--- config.mk ---
export PLATFORM = sky130hd
export DESIGN_NAME = alu_rs
export DESIGN_NICKNAME = d
export VERILOG_FILES = /design/src/rtl/alu_rs.sv
export SDC_FILE = /design/constraint.sdc
export NUM_CORES = 2
export LEC_CHECK = 0
export ABC_AREA = 0
export ABC_CLOCK_PERIOD_IN_PS = 25900
export CAP_MARGIN = 20
export CELL_PAD_IN_SITES_DETAIL_PLACEMENT = 1
export CELL_PAD_IN_SITES_GLOBAL_PLACEMENT = 1
export CORE_MARGIN = 2
export CORE_UTILIZATION = 45
export CTS_CLUSTER_SIZE = 8
export DETAILED_ROUTE_END_ITERATION = 7
export PLACE_DENSITY = 0.73
export SLEW_MARGIN = 10
export SYNTH_ARGS = -nofsm -noshare
export SYNTH_HDL_FRONTEND = slang
export SYNTH_SLANG_ARGS = --single-unit
export TNS_END_PERCENT = 20
--- constraint.sdc ---
create_clock -name clk_in -period 25.9 [get_ports clk_in]
set_input_delay 6.475 -clock clk_in [delete_from_list [all_inputs] [get_ports clk_in]]
set_output_delay 6.475 -clock clk_in [all_outputs]
set_load 0.005 [all_outputs]
--- src/rtl/alu_rs.sv ---
// ALU reservation station: holds dispatched ops until both operands are
// available, snoops the CDB for wakeup, and issues one ready op per cycle.
module alu_rs #(
  parameter int DEPTH = 8,
  parameter int TAG_W = 4,
  parameter int OP_W  = 6
) (
  input  logic             clk_in,
  input  logic             rst_in,
  input  logic             rdy_in,
  input  logic             clear,
  input  logic             dis_valid,
  input  logic [OP_W-1:0]  dis_op,
  input  logic [31:0]      dis_vj,
  input  logic [31:0]      dis_vk,
  input  logic             dis_qj_busy,
  input  logic             dis_qk_busy,
  input  logic [TAG_W-1:0] dis_qj,
  input  logic [TAG_W-1:0] dis_qk,
  input  logic [TAG_W-1:0] dis_rob,
  output logic             full,
  output logic             empty,
  input  logic             cdb_valid,
  input  logic [TAG_W-1:0] cdb_rob,
  input  logic [31:0]      cdb_val,
  output logic             alu_status,
  output logic [OP_W-1:0]  alu_op,
  output logic [31:0]      alu_rs1,
  output logic [31:0]      alu_rs2,
  output logic [TAG_W-1:0] alu_rob
);

  localparam int IW = $clog2(DEPTH);

  logic [DEPTH-1:0] busy_q, busy_d, qjb_q, qjb_d, qkb_q, qkb_d;
  logic [OP_W-1:0]  op_q  [DEPTH];
  logic [OP_W-1:0]  op_d  [DEPTH];
  logic [31:0]      vj_q  [DEPTH];
  logic [31:0]      vj_d  [DEPTH];
  logic [31:0]      vk_q  [DEPTH];
  logic [31:0]      vk_d  [DEPTH];
  logic [TAG_W-1:0] qj_q  [DEPTH];
  logic [TAG_W-1:0] qj_d  [DEPTH];
  logic [TAG_W-1:0] qk_q  [DEPTH];
  logic [TAG_W-1:0] qk_d  [DEPTH];
  logic [TAG_W-1:0] rob_q [DEPTH];
  logic [TAG_W-1:0] rob_d [DEPTH];

  logic             status_q, status_d;
  logic [OP_W-1:0]  aop_q, aop_d;
  logic [31:0]      ars1_q, ars1_d, ars2_q, ars2_d;
  logic [TAG_W-1:0] arob_q, arob_d;

  logic [DEPTH-1:0] ready_s, wake_j_s, wake_k_s;
  logic             iss_hit_s, free_hit_s, byp_j_s, byp_k_s;
  logic [IW-1:0]    iss_idx_s, free_idx_s;

  // Ready/free priority pick (lowest index wins), CDB match vectors, status flags
  always_comb begin
    ready_s    = busy_q & ~qjb_q & ~qkb_q;
    iss_hit_s  = |ready_s;
    free_hit_s = ~&busy_q;
    iss_idx_s  = '0;
    free_idx_s = '0;
    wake_j_s   = '0;
    wake_k_s   = '0;
    for (int i = DEPTH - 1; i >= 0; i--) begin
      iss_idx_s   = ready_s[i] ? IW'(i) : iss_idx_s;
      free_idx_s  = busy_q[i] ? free_idx_s : IW'(i);
      wake_j_s[i] = cdb_valid & busy_q[i] & qjb_q[i] & (qj_q[i] == cdb_rob);
      wake_k_s[i] = cdb_valid & busy_q[i] & qkb_q[i] & (qk_q[i] == cdb_rob);
    end
    byp_j_s = cdb_valid & dis_qj_busy & (dis_qj == cdb_rob);
    byp_k_s = cdb_valid & dis_qk_busy & (dis_qk == cdb_rob);
    full    = &busy_q;
    empty   = ~|busy_q;
  end

  // Next-state: clear beats freeze beats normal wakeup/issue/dispatch
  always_comb begin
    busy_d   = busy_q;
    qjb_d    = qjb_q;
    qkb_d    = qkb_q;
    op_d     = op_q;
    vj_d     = vj_q;
    vk_d     = vk_q;
    qj_d     = qj_q;
    qk_d     = qk_q;
    rob_d    = rob_q;
    status_d = 1'b0;
    aop_d    = aop_q;
    ars1_d   = ars1_q;
    ars2_d   = ars2_q;
    arob_d   = arob_q;
    if (clear) begin
      busy_d = '0;
    end else if (!rdy_in) begin
      status_d = 1'b0;
    end else begin
      for (int i = 0; i < DEPTH; i++) begin
        vj_d[i] = wake_j_s[i] ? cdb_val : vj_q[i];
        vk_d[i] = wake_k_s[i] ? cdb_val : vk_q[i];
      end
      qjb_d = qjb_q & ~wake_j_s;
      qkb_d = qkb_q & ~wake_k_s;
      if (iss_hit_s) begin
        status_d          = 1'b1;
        aop_d             = op_q[iss_idx_s];
        ars1_d            = vj_q[iss_idx_s];
        ars2_d            = vk_q[iss_idx_s];
        arob_d            = rob_q[iss_idx_s];
        busy_d[iss_idx_s] = 1'b0;
      end else begin
        status_d = 1'b0;
      end
      // Free slot is chosen on pre-edge busy, so it can never be the issuing slot
      if (dis_valid && free_hit_s) begin
        busy_d[free_idx_s] = 1'b1;
        op_d[free_idx_s]   = dis_op;
        rob_d[free_idx_s]  = dis_rob;
        qj_d[free_idx_s]   = dis_qj;
        qk_d[free_idx_s]   = dis_qk;
        qjb_d[free_idx_s]  = dis_qj_busy & ~byp_j_s;
        qkb_d[free_idx_s]  = dis_qk_busy & ~byp_k_s;
        vj_d[free_idx_s]   = byp_j_s ? cdb_val : dis_vj;
        vk_d[free_idx_s]   = byp_k_s ? cdb_val : dis_vk;
      end else begin
        busy_d[free_idx_s] = busy_d[free_idx_s];
      end
    end
  end

  // Control and issue payload registers with synchronous reset
  always_ff @(posedge clk_in) begin
    if (!rst_in) begin
      busy_q   <= '0;
      qjb_q    <= '0;
      qkb_q    <= '0;
      status_q <= 1'b0;
      aop_q    <= '0;
      ars1_q   <= 32'd0;
      ars2_q   <= 32'd0;
      arob_q   <= '0;
    end else begin
      busy_q   <= busy_d;
      qjb_q    <= qjb_d;
      qkb_q    <= qkb_d;
      status_q <= status_d;
      aop_q    <= aop_d;
      ars1_q   <= ars1_d;
      ars2_q   <= ars2_d;
      arob_q   <= arob_d;
    end
  end

  // Entry payload storage; only meaningful while the busy bit is set
  always_ff @(posedge clk_in) begin
    op_q  <= op_d;
    vj_q  <= vj_d;
    vk_q  <= vk_d;
    qj_q  <= qj_d;
    qk_q  <= qk_d;
    rob_q <= rob_d;
  end

  assign alu_status = status_q;
  assign alu_op     = aop_q;
  assign alu_rs1    = ars1_q;
  assign alu_rs2    = ars2_q;
  assign alu_rob    = arob_q;

endmodule

==> key figures <==
Run status
  – Outcome: finished clean

Timing
  – Fmax: 99.3 MHz
  – Worst Tran Pin Value: about 1.2 ns
  – RSZ-0062 raised after global routing: false
  – Clock skew: around 0.035 ns
  – Final period util: 0.389
  – Relative slew slack: 0.206
  – Fin. max-slew vios: 0
  – Final Hold Viols: 0
  – Setup slack after layout: 15.83 ns
  – Setup violators final: 0
  – Tmin final: around 10 ns
  – Setup TNS: 0 ns

Yosys
  – Synthesized cell area: 0.0378 mm^2
  – Synth cell types: 61
  – Async set or reset register ratio after synthesis: 0
  – Top-area cell type share of the netlist area: 0.521
  – Syn Nets: 3914
  – Syn avg cell area: around 10 um^2
  – Post-Synthesis Cells: roughly 3800
  – Flop and latch count out of synthesis: 755
  – Yosys warning total: 0
  – Post-synth EDFFs: 656
  – Synth Flop Type: edfxtp_1
  – Yosys top cell by area: edfxtp_1
  – Post-synthesis sequential area ratio: 0.573
  – Synth top area cells: edfxtp_1 (52%), nor2_1 (10%), o22ai_1 (8.5%)

Floorplanning
  – Initial Util: 0.453
  – Die area: roughly 0.086 mm^2
  – Die Wd: 294 um
  – Die height: 294 um
  – I/O pin cnt: 203
  – FP Rows: approximately 110
  – Core area: 0.0834 mm^2

Job
  – Max_cap viols: 0

Route
  – Via count: 33500
  – Post-route antenna net violation count: 0
  – Wire length per cell: slightly above 30 um
  – Remaining DRCs: 0
  – Starting DRT DRC Count: slightly above 4000
  – Drt pass-1 iters: 6
  – Routed wire length: roughly 150000 um
  – Via-to-Cell Ratio: 6.73

Pwr
  – Combinational share of power: 0.064
  – Switch share: 0.244
  – Peak supply drop: 0.0634 mV
  – Flop pwr share: 0.479
  – P_leak: 14.9 nW
  – Net Switching: between 0.7 and 0.8 mW
  – Pwr Density: 65.8 mW/mm^2
  – Cell internal pwr: 2.18 mW
  – Clock share of power: 0.457
  – Pwr Total: around 2.9 mW

Layout
  – # fillers: about 9000
  – Layout net count: 3923
  – Layout Area Growth over Synthesis: 16.1%
  – Final Util: 0.526
  – Most frequent cells in the layout: nor2_1 (1039), edfxtp_1 (656), o22ai_1 (512), clkdlybuf4s50_1 (201), a21oi_1 (146)
  – Most common cell after layout, fill and taps aside: nor2_1
  – Final Instance Area: 0.0439 mm^2
  – Ratio of cells with drive above 1 in the final layout: 0.0899

Global routing
  – Met1 Use GR: 0.462
  – GR peak layer: met2
  – Grt met3 use: 0.0611
  – Global-route usage over all layers: 0.343
  – Gr ovfl total: 0
  – Global-route wire length before repair: 223000 um
  – Vias in the first global route: 34400
  – Met2 Use GR: 0.547
  – Initial antenna violation count: 10
  – Largest net degree at the start of global routing: 188

Critical path
  – Crit-path slowest cell: and2_1
  – R2R Path Start: busy_q[4]
  – Depth of the worst register-to-register path: 9
  – Arr. time, crit path: 10.34 ns
  – Crit path buffers/inverters: 3
  – R2r endpoint: alu_rs2[14]
  – CP cell instances: clkdlybuf4s50_1, nand2b_1, inv_8, buf_4, and2_1
  – Setup slack, reg-to-reg: between 20 and 25 ns
  – CP Data Required Time: 26.17 ns
  – Worst path max stage delay: 0.98 ns
  – Endpoint class of the critical path: flop
  – Startpoint Class: input pin
  – Critical path's top delay family: buffers and inverters
  – Max FO, Critical Path: between 90 and 100
  – Kind of critical path: in2reg

Clocking
  – Hold bufs inserted after CTS: 0
  – Clk root buf: clkbuf_16
  – CTS tree: yes
  – H-tree levels: 3
  – TritonCTS Sinks: 755
  – CTS Buf Count: roughly 100
  – Reg clk slew, reported paths: 0.05 ns
  – CTS max path bufs: 3
  – Post-cts sizing count: 0
  – Insertion delay to the later sink of the worst-skew pair: 0.68 ns
  – Post-CTS Setup Bufs: 0

Min path
  – Hold depth: 1
  – Worst Hold Path EP: alu_rob[2]
  – Hold Crit Class: reg2reg
  – Hold_sp: alu_rob[2]

Place
  – Port Buffers: 202
  – Placed cell areas: a little over 0.04 mm^2
  – GPL Wtd Cong: just under 0.9
  – HPWL after DPL: 85200 um
  – Post-placement worst setup slack: 15.29 ns
[synthesized netlist by cell type, types with 20 or more instances]
master	number
a211o_1	33
nand2_1	91
a221o_1	32
mux2i_1	41
dfxtp_1	99
o22ai_1	512
a31oi_1	42
o221ai_1	42
clkbuf_1	290
nor4_1	74
nor2_1	1042
xor2_1	34
o21ai_0	43
xnor2_1	35
nand3_1	104
a22oi_1	85
buf_1	63
buf_2	29
a22o_1	33
a21oi_1	160
o221a_2	41
mux2_4	20
inv_1	38
edfxtp_1	656
[worst reg2reg max path: stages, from the launching register on]
cell and delay [ns]:
dfxtp_1 0.60, nor3b_1 0.69, or2_4 0.73, buf_4 0.78, nor4_4 0.05, buf_4 0.35, nor2_4 0.21, buf_4 0.64
o221ai_1 0.27, o221a_2 0.30
[per-stage QoR]
step,instances,hold slack (ns)
2_1_floorplan,3788,0.466
3_3_place_gp,4770,0.522
3_5_place_dp,4771,0.536
4_1_cts,4963,0.551
5_1_grt,4968,0.560
6_report,4969,0.551
[layer usage]
layer | vias up | wire length [um]
li1 | 14200 | -
met1 | 16900 | 60100
met2 | 1979 | 69900
met3 | 367 | 15300
met4 | 6 | 5260
met5 | - | 34
[logic make-up (layout without fill, tap and decap cells)]
family,after synthesis,count (layout),synth area share
buf+inv,435,530,0.0457
flops,755,755,0.573
compound gates,1062,1062,0.189
simple gates,1394,1394,0.153
xor+xnor,69,69,0.0160
other cells,0,6,0
mux,73,73,0.0224
[layout make-up]
class / instances / area [um^2] / share of cell area
inverter: 38 / 150 / 0.00342
timing repair buffer: 300 / 2780 / 0.0634
tap: 1080 / 1350 / 0.0308
multi-input combinational: 2598 / 14800 / 0.338
clock buffer: 185 / 2920 / 0.0664
clock inverter: 7 / 176 / 0.00402
antenna: 6 / 15.0 / 0.000342
sequential: 755 / 21700 / 0.494
[sequential cells by signal, indices dropped and copies added, names as in the netlist]
register,flops
vk_q,256
vj_q,256
qkb_q,8
op_q,48
alu_rs1,32
alu_status,1
alu_rob,4
qjb_q,8
rob_q,32
alu_rs2,32
alu_op,6
busy_q,8
qj_q,32
qk_q,32
[how the worst max path moves through the flow]
stage	startpoint	to	slack, ns	cells after the start
2_1_floorplan	clear	op_q[10]	2.63	7
3_3_place_gp	rdy_in	op_q[42]	15.32	5
3_5_place_dp	rdy_in	op_q[42]	15.29	5
4_1_cts	rdy_in	qk_q[31]	15.97	5
5_1_grt	rdy_in	qk_q[29]	15.68	5
6_report	rdy_in	qj_q[29]	15.83	5
[power groups by stage]
stage | clock [mW] | combinational (mW) | sequential [mW]
2_1_floorplan | 0 | 0.0966 | 1.42
3_3_place_gp | 0 | 0.173 | 1.41
5_1_grt | 1.38 | 0.195 | 1.39
6_report | 1.32 | 0.183 | 1.38
3_5_place_dp | 0 | 0.178 | 1.41
4_1_cts | 1.33 | 0.179 | 1.38
Note: power is estimated with default switching activity, not from simulation.
